<file path="src/rtl/amber_interrupt_controller_v2.sv">
// Wishbone interrupt controller: synchronises N_SRC sources, latches edges or follows levels,
// and drives registered IRQ/FIRQ requests plus a lowest-index IRQ vector to the Amber core.
module amber_interrupt_controller_v2 #(
  parameter int N_SRC       = 16,
  parameter int SYNC_STAGES = 2,
  parameter int WB_DWIDTH   = 32,
  parameter int WB_SWIDTH   = 4
) (
  input  logic                 i_clk,
  input  logic                 i_rst_n,
  input  logic [31:0]          i_wb_adr,
  input  logic [WB_SWIDTH-1:0] i_wb_sel,
  input  logic                 i_wb_we,
  input  logic [WB_DWIDTH-1:0] i_wb_dat,
  output logic [WB_DWIDTH-1:0] o_wb_dat,
  input  logic                 i_wb_cyc,
  input  logic                 i_wb_stb,
  output logic                 o_wb_ack,
  output logic                 o_wb_err,
  input  logic [N_SRC-1:0]     i_int,
  output logic                 o_irq,
  output logic                 o_firq
);

  localparam logic [31:0] DEFAULT_RDATA = 32'h2233_4455;

  logic [N_SRC-1:0] sync_q [SYNC_STAGES];
  logic [N_SRC-1:0] s, prev_q, rise;
  logic [N_SRC-1:0] irq_en_q, firq_en_q, soft_q, mode_q, latch_q, pending_q;
  logic [N_SRC-1:0] irq_status, firq_status, w1c, hw_next, wd;
  logic             vec_valid_q, vec_hit;
  logic [4:0]       vec_id_q, vec_id_next;
  logic [31:0]      rdata_q, rd_next, wdata32;
  logic             rd_d1_q, start_write, start_read, ack;
  logic [7:0]       adr8;
  logic             wr_enset, wr_enclr, wr_softset, wr_softclr, wr_pend, wr_mode;
  logic             wr_fenset, wr_fenclr;
  logic             unused_ok;

  // Handshake: a write is acked in the cycle stb is seen; a read is acked one cycle
  // later with data captured on start_read. The master holds stb until it sees ack.
  assign start_write = i_wb_stb & i_wb_we & ~rd_d1_q;
  assign ack         = i_rst_n & i_wb_stb & (start_write | rd_d1_q);
  assign start_read  = i_wb_stb & ~i_wb_we & ~ack;
  assign o_wb_ack    = ack;
  assign o_wb_err    = 1'b0;
  assign adr8        = i_wb_adr[7:0];

  generate
    if (WB_DWIDTH == 128) begin : g_wide
      always_comb begin
        wdata32 = i_wb_dat[31:0];
        case (i_wb_adr[3:2])
          2'd1:    wdata32 = i_wb_dat[63:32];
          2'd2:    wdata32 = i_wb_dat[95:64];
          2'd3:    wdata32 = i_wb_dat[127:96];
          default: wdata32 = i_wb_dat[31:0];
        endcase
      end
    end else begin : g_narrow
      assign wdata32 = i_wb_dat[31:0];
    end
  endgenerate

  assign o_wb_dat = {(WB_DWIDTH/32){rdata_q}};
  assign wd       = wdata32[N_SRC-1:0];

  assign wr_enset   = start_write & (adr8 == 8'h08);
  assign wr_enclr   = start_write & (adr8 == 8'h0C);
  assign wr_softset = start_write & (adr8 == 8'h10);
  assign wr_softclr = start_write & (adr8 == 8'h14);
  assign wr_pend    = start_write & (adr8 == 8'h18);
  assign wr_mode    = start_write & (adr8 == 8'h1C);
  assign wr_fenset  = start_write & (adr8 == 8'h28);
  assign wr_fenclr  = start_write & (adr8 == 8'h2C);

  assign s           = sync_q[SYNC_STAGES-1];
  assign rise        = s & ~prev_q;
  assign w1c         = wr_pend ? wd : '0;
  // A rise arriving with a clear of the same bit keeps the bit set.
  assign hw_next     = (latch_q & ~w1c) | rise;
  assign irq_status  = pending_q & irq_en_q & ~firq_en_q;
  assign firq_status = pending_q & firq_en_q;

  function automatic logic [31:0] zx(input logic [N_SRC-1:0] v);
    zx = '0;
    zx[N_SRC-1:0] = v;
  endfunction

  always_comb begin
    vec_hit     = 1'b0;
    vec_id_next = '0;
    for (int i = N_SRC - 1; i >= 0; i--) begin
      if (irq_status[i]) begin
        vec_hit     = 1'b1;
        vec_id_next = 5'(i);
      end
    end
  end

  always_comb begin
    rd_next = DEFAULT_RDATA;
    case (adr8)
      8'h00:   rd_next = zx(irq_status);
      8'h04:   rd_next = zx(s);
      8'h08:   rd_next = zx(irq_en_q);
      8'h10:   rd_next = zx(soft_q);
      8'h18:   rd_next = zx(pending_q);
      8'h1C:   rd_next = zx(mode_q);
      8'h20:   rd_next = zx(firq_status);
      8'h28:   rd_next = zx(firq_en_q);
      8'h30:   rd_next = {vec_valid_q, 26'd0, vec_id_q};
      default: rd_next = DEFAULT_RDATA;
    endcase
  end

  always_ff @(posedge i_clk) begin
    if (!i_rst_n) begin
      for (int k = 0; k < SYNC_STAGES; k++) sync_q[k] <= '0;
    end else begin
      sync_q[0] <= i_int;
      for (int k = 1; k < SYNC_STAGES; k++) sync_q[k] <= sync_q[k-1];
    end
  end

  always_ff @(posedge i_clk) begin
    if (!i_rst_n) begin
      prev_q      <= '0;
      irq_en_q    <= '0;
      firq_en_q   <= '0;
      soft_q      <= '0;
      mode_q      <= '0;
      latch_q     <= '0;
      pending_q   <= '0;
      o_irq       <= 1'b0;
      o_firq      <= 1'b0;
      vec_valid_q <= 1'b0;
      vec_id_q    <= '0;
      rdata_q     <= '0;
      rd_d1_q     <= 1'b0;
    end else begin
      prev_q <= s;
      if (wr_enset)   irq_en_q  <= irq_en_q | wd;
      if (wr_enclr)   irq_en_q  <= irq_en_q & ~wd;
      if (wr_fenset)  firq_en_q <= firq_en_q | wd;
      if (wr_fenclr)  firq_en_q <= firq_en_q & ~wd;
      if (wr_softset) soft_q    <= soft_q | wd;
      if (wr_softclr) soft_q    <= soft_q & ~wd;
      if (wr_mode)    mode_q    <= wd;
      // Level-mode bits hold no latch, so switching edge->level drops it.
      latch_q     <= hw_next & mode_q;
      pending_q   <= (mode_q & hw_next) | (~mode_q & s) | soft_q;
      o_irq       <= |irq_status;
      o_firq      <= |firq_status;
      vec_valid_q <= vec_hit;
      vec_id_q    <= vec_id_next;
      if (start_read) rdata_q <= rd_next;
      rd_d1_q     <= start_read;
    end
  end

  assign unused_ok = ^{i_wb_sel, i_wb_cyc, i_wb_adr[31:8], i_wb_adr[1:0], wdata32};

endmodule

</file>
<file path="config.mk">
export PLATFORM = sky130hd
export DESIGN_NAME = amber_interrupt_controller_v2
export DESIGN_NICKNAME = d
export VERILOG_FILES = /design/src/rtl/amber_interrupt_controller_v2.sv
export SDC_FILE = /design/constraint.sdc
export NUM_CORES = 1
export LEC_CHECK = 0
export ABC_CLOCK_PERIOD_IN_PS = 2000
export CORE_MARGIN = 2
export CORE_UTILIZATION = 43
export CTS_BUF_LIST = sky130_fd_sc_hd__clkbuf_2
export CTS_CLUSTER_SIZE = 10
export DETAILED_ROUTE_END_ITERATION = 8
export GPL_ROUTABILITY_DRIVEN = 0
export MAX_ROUTING_LAYER = met4
export PLACE_DENSITY = 0.69
export SLEW_MARGIN = 20
export SYNTH_ARGS = -nofsm -noshare
export SYNTH_HDL_FRONTEND = slang
export SYNTH_SLANG_ARGS = --single-unit
</file>
<file path="constraint.sdc">
create_clock -name i_clk -period 2 [get_ports i_clk]
set_clock_uncertainty 0.15 [all_clocks]
set_input_delay 0.2 -clock i_clk [delete_from_list [all_inputs] [get_ports i_clk]]
set_output_delay 0.2 -clock i_clk [all_outputs]
set_load 0.02 [all_outputs]
</file>
Yosys cells after proc, flatten, opt, wreduce, memory -nomap -nowiden
Memories as Yosys holds them, arrays and structs flattened.
Cells that the tools add are included.
{"block": "word_totals", "regBits": 153, "ramBits": 32, "output_inout_bits": 36, "memories": 1, "in_bits": 89, "word_cells": 125}
{"memory": "sync_q", "depth": 2, "word_bits": 16, "read_ports": 2, "rd_ports_with_merged_regs": 0, "write_ports": 2, "line": "27", "text": "logic [N_SRC-1:0] sync_q [SYNC_STAGES];"}
{"block": "classes", "mux": 43, "n_reduce_logical": 11, "eq_ne": 11, "n_bitwise": 42}
{"operator": "32-bit one-hot mux with 9 select lines", "count": 1}
{"operator": "16-bit AND", "count": 10}
{"operator": "16-bit 2-to-1 mux", "count": 9}
{"operator": "16-bit bitwise OR", "count": 6}
{"operator": "16-bit inverter", "count": 5}
{"operator": "16-bit OR reduction", "count": 3}
{"operator": "8-bit by 5-bit == test with 1-bit output, second input constant", "count": 4}
{"operator": "8-bit by 6-bit == test with 1-bit output, second input constant", "count": 4}
{"operator": "4-bit 2-to-1 mux", "count": 8}
{"operator": "1-bit 2-to-1 mux", "count": 19}
{"operator": "8-bit by 4-bit == test with 1-bit output, second input constant", "count": 2}
{"operator": "1-bit AND", "count": 14}
{"operator": "3-bit 2-to-1 mux", "count": 4}
{"operator": "9-bit OR reduction", "count": 1}
{"operator": "8-bit by 3-bit == test with 1-bit output, second input constant", "count": 1}
{"operator": "8-bit zero test", "count": 1}
{"operator": "2-bit nonzero test", "count": 3}
{"operator": "5-bit OR reduction", "count": 1}
{"operator": "2-bit 2-to-1 mux", "count": 2}
{"operator": "1-bit inverter", "count": 4}
{"operator": "1-bit bitwise OR", "count": 3}
{"operator": "3-bit OR reduction", "count": 1}
{"operator": "2-bit OR reduction", "count": 1}

Longest topological paths before layout
{"block": "depth", "ltp_word": 18, "depth_mapped": 10, "ltp_nobuf": 5}

Least setup slack after synthesis
OpenSTA, ideal clock, no wires.
{"block": "synth_path", "kind": "input to register", "startpoint": "in i_wb_adr[7]", "endpoint": "reg pending_q[6]", "arrival_ns": 1.806, "cell_stages": 8, "path_buffers": 3, "setup_time_ns": 0.128, "path_slack_ns": -0.084, "t_required_ns": 1.722, "cell_sequence": "buf_4 or4b_4 buf_6 nor3_4 buf_6 nand2_2 a311oi_1 nor2_1"}
{"block": "synth_via", "elab_chain_cells": 9}
{"item": "from (decl)", "line": "11", "text": "input logic [31:0] i_wb_adr,"}
{"item": "8-bit by 5-bit == test with 1-bit output", "line": "72", "text": "assign wr_pend = start_write & (adr8 == 8'h18);"}
{"item": "1-bit AND", "line": "72"}
{"item": "16-bit 2-to-1 mux", "line": "79", "text": "assign w1c = wr_pend ? wd : '0;"}
{"item": "16-bit inverter", "line": "81", "text": "assign hw_next = (latch_q & ~w1c) | rise;"}
{"item": "16-bit AND", "line": "81"}
{"item": "16-bit bitwise OR", "line": "81"}
{"item": "16-bit AND", "line": "152", "text": "pending_q <= (mode_q & hw_next) | (~mode_q & s) | soft_q;"}
{"item": "16-bit bitwise OR (2 in series)", "line": "152"}
{"item": "to (signal assigned)", "line": "152"}
{"item": "to (decl)", "line": "29", "text": "logic [N_SRC-1:0] irq_en_q, firq_en_q, soft_q, mode_q, latch_q, pending_q;"}
Every way passes these cells.
A chain may end at the register's enable or synchronous reset.

Worst setup path after layout
{"block": "layout_path", "startpoint": "reg rdata_q[15] (netlist: o_wb_dat[15])", "endpoint": "out o_wb_dat[15]"}
{"item": "from (decl)", "line": "33", "text": "logic [31:0] rdata_q, rd_next, wdata32;"}
{"item": "from (signal assigned)", "line": "157", "text": "if (start_read) rdata_q <= rd_next;"}
{"item": "to (decl)", "line": "15", "text": "output logic [WB_DWIDTH-1:0] o_wb_dat,"}
No word-level cell between the ends.

==> impl_metrics.yaml <==
synthesis:
  synth_async_sr_flop_share_pct: 0
  synth_top_family_by_area: "compound AO/OA/AOI/OAI gates"
  synth_cell_types: 68
  synth-edff-count: 0
  synth_cells: 899
  synth_warnings: 0
  yosys.area_share.adder_pct: 0
  synthTopCellsByCount: "dfxtp_1, a21oi_1, nand2_1"
  synth_compound_area_share_pct: 24.73
  synth_mux_area_share_pct: 1.485
  synthSimpleGateAreaFrac_pct: 23.32
  synth_ff_type: "dfxtp_1"
  ys_seq_area_share_pct: 43.90
  synth_most_common_cell: "dfxtp_1"
  netlist_area_sq_mm: 0.007752
  ys_top_cells_by_area: "dfxtp_1, a21oi_1, a311oi_1, nand2_1, and2_1"
  syn_area_per_cell_sq_um: 8.623
  netlist.top_cell.by_area: "dfxtp_1"
  yosysTopAreaCellShare_pct: 43.90
  synthXorXnorAreaFrac_pct: 0.1130
  ys_ff_latch: 170
worst_setup_path:
  worst-path-buf-inv: 1
  worstSetupPathType: "register to output pin"
  cp_top_family: "flip-flops"
  slowest_delay_ns: 0.45
  cp_cell_sequence: "dlygate4sd2_1"
  cp_max_fo: 2
  startpoint_type: "register"
  worstPathArrival_ns: 1.55
  cp_slowest_cell: "dfxtp_1"
  end_kind: "output pin"
  cp.required_ns: 1.65
global_routing:
  first_global_vias: 6958
  grt_pass1_wl_microns: 38250
  overflow: 0
  grt.total_usage_pct: 26.02
  antenna_found_initial: 1
  grt_max_degree: 86
detailed_routing:
  dr.pass1.iters: 6
  drtAntennaViolNets: 0
  drt-vias-per-instance: 5.829
  wl_per_cell_microns: 19.03
  drt-total-wl_microns: 24440
  drcViolationCount: 0
  vias: 7484
  dr.first_iter.drc_count: 831
sta:
  slew_viol_final: 0
  period_share_pct: 94.92
  finalHoldViolations: 0
  finalSetupViolations: 0
  period_minus_slack_ns: 1.898
  layout_setup_ws_ns: 0.1017
  maxClockFrequency_mhz: 526.8
  rsz0062_at_grt: "no"
  setup_tns_ns: 0
clock_tree:
  path_clk_slew_ns: 0.24
  cts_root_buf: "clkbuf_2"
  cts_made_buffers: 17
  insertion_delay_ns: 0.74
  cts_tree: "done"
  cts_buffer_depth: 2
  cts.sinks: 170
  cts_setup_buffers: 0
  htree_num_levels: 4
floorplan:
  initial_core_util_pct: 43.45
  io_pins: 125
  die_y_microns: 138.3
  core_sq_mm: 0.01784
  dieArea_sq_mm: 0.01912
  rows: 49
  die_x_microns: 138.3
place:
  place_area_sq_mm: 0.009243
  pre_cts_ws_ns: -0.4487
  dp_hpwl_microns: 17260
  port_buffers: 69
final_layout:
  fin_nets: 1131
  design_area_sq_mm: 0.009639
  layout-drive-gt1-share_pct: 16.79
  utilization_pct: 54.03
  area_delta_synth_final_pct: 24.34
  n_fill_cell: 1669
run_status:
  outcome: "completed"
power:
  cellPowerDensity_mw_per_mm2: 594.9
  p_leak_nw: 3.580
  ir_drop_mv: 0.4637
worst_hold_path:
  min_path_type: "input port to register"
job:
  cap_violations: 0
-- routing by layer --
layer | track usage (%) | up-vias | share of wire [%]
met5 | - | - | 0
met4 | 11.44 | 0 | 4.0
met3 | 5.230 | 79 | 7.9
met2 | 38.64 | 357 | 44
met1 | 34.48 | 3515 | 44
li1 | - | 3533 | -
-- cells by family after synthesis --
group,after synthesis
buf+inv,93
flops,170
other cells,1
mux,11
xor+xnor,1
simple gates,335
compound gates,288
-- tightest hold or removal path, stage by stage --
cell and delay, ns:
clkdlybuf4s50_1 0.56, nand2_1 0.11, a21oi_1 0.05
-- path summary, 6_finish.rpt --
check	end	depth (start not counted)	slack [ns]	from
max	o_wb_dat[15]	1	0.10	o_wb_dat[15]$_SDFFE_PN0P_
min	mode_q[11]$_SDFFE_PN0P_	3	0.06	i_wb_dat[11]
max reg2reg	register	6	0.10	rd_d1_q$_SDFF_PN0_
min reg2reg	sync_q[0][25]$_SDFF_PN0_	1	0.30	sync_q[0][9]$_SDFF_PN0_
-- stage by stage --
stage	std cells	hold WS (ns)	power, W
final	1284	0.05691	0.005734
after CTS	1281	0.0005400	0.005745
after detailed placement	1230	0.2684	0.004148
after floorplan	908	0.1281	0.003885
after global placement	1230	0.2644	0.004145
after global routing	1284	0.01665	0.005961
-- report_power, final --
part	internal, W	switching (W)
Sequential	0.00345	0.0000488
Combinational	0.000284	0.000331
Clock	0.000474	0.00114
Total	0.00421	0.00152
-- cells in the final DEF, fill, tap and decap left out, types with 4 or more instances in the layout --
cell type,instances
a22oi_1,15
a41oi_1,5
nor2_1,60
a32oi_1,4
buf_4,104
nand2_1,97
dfxtp_1,169
a211oi_1,19
clkbuf_2,25
nand3b_1,14
a311oi_1,49
dlygate4sd3_1,22
buf_12,7
nand2_2,10
nor3b_1,6
and3_1,4
a31oi_1,6
clkdlybuf4s50_1,42
mux2i_1,7
o22ai_1,5
a21boi_0,16
and2_1,54
mux2_2,4
dlygate4sd2_1,25
o21ai_0,38
nand4_1,4
and3b_1,8
a21oi_1,101
conb_1,10
nand3_1,21
nor3_1,6
nor2b_1,23
-- repair_timing --
action / in CTS / in global routing
endpoints found under the setup margin: 26 / 19
endpoints found under the hold margin: 89 / 2
hold buffers: 20 / 2
cloned: 0 / 0
gates resized for setup: 27 / 6
-- cell type report --
class	instances	area, sq um	area share, %
Sequential cell	170	3405	35.32
Clock buffer	24	120.1	1.246
Timing Repair Buffer	205	1824	18.93
Inverter	3	11.26	0.1168
Antenna cell	1	2.502	0.02596
Multi-Input combinational cell	645	3919	40.65
Clock inverter	7	71.32	0.7399
Tap cell	229	286.5	2.972
No activity file was read; power rests on OpenSTA's default activity.
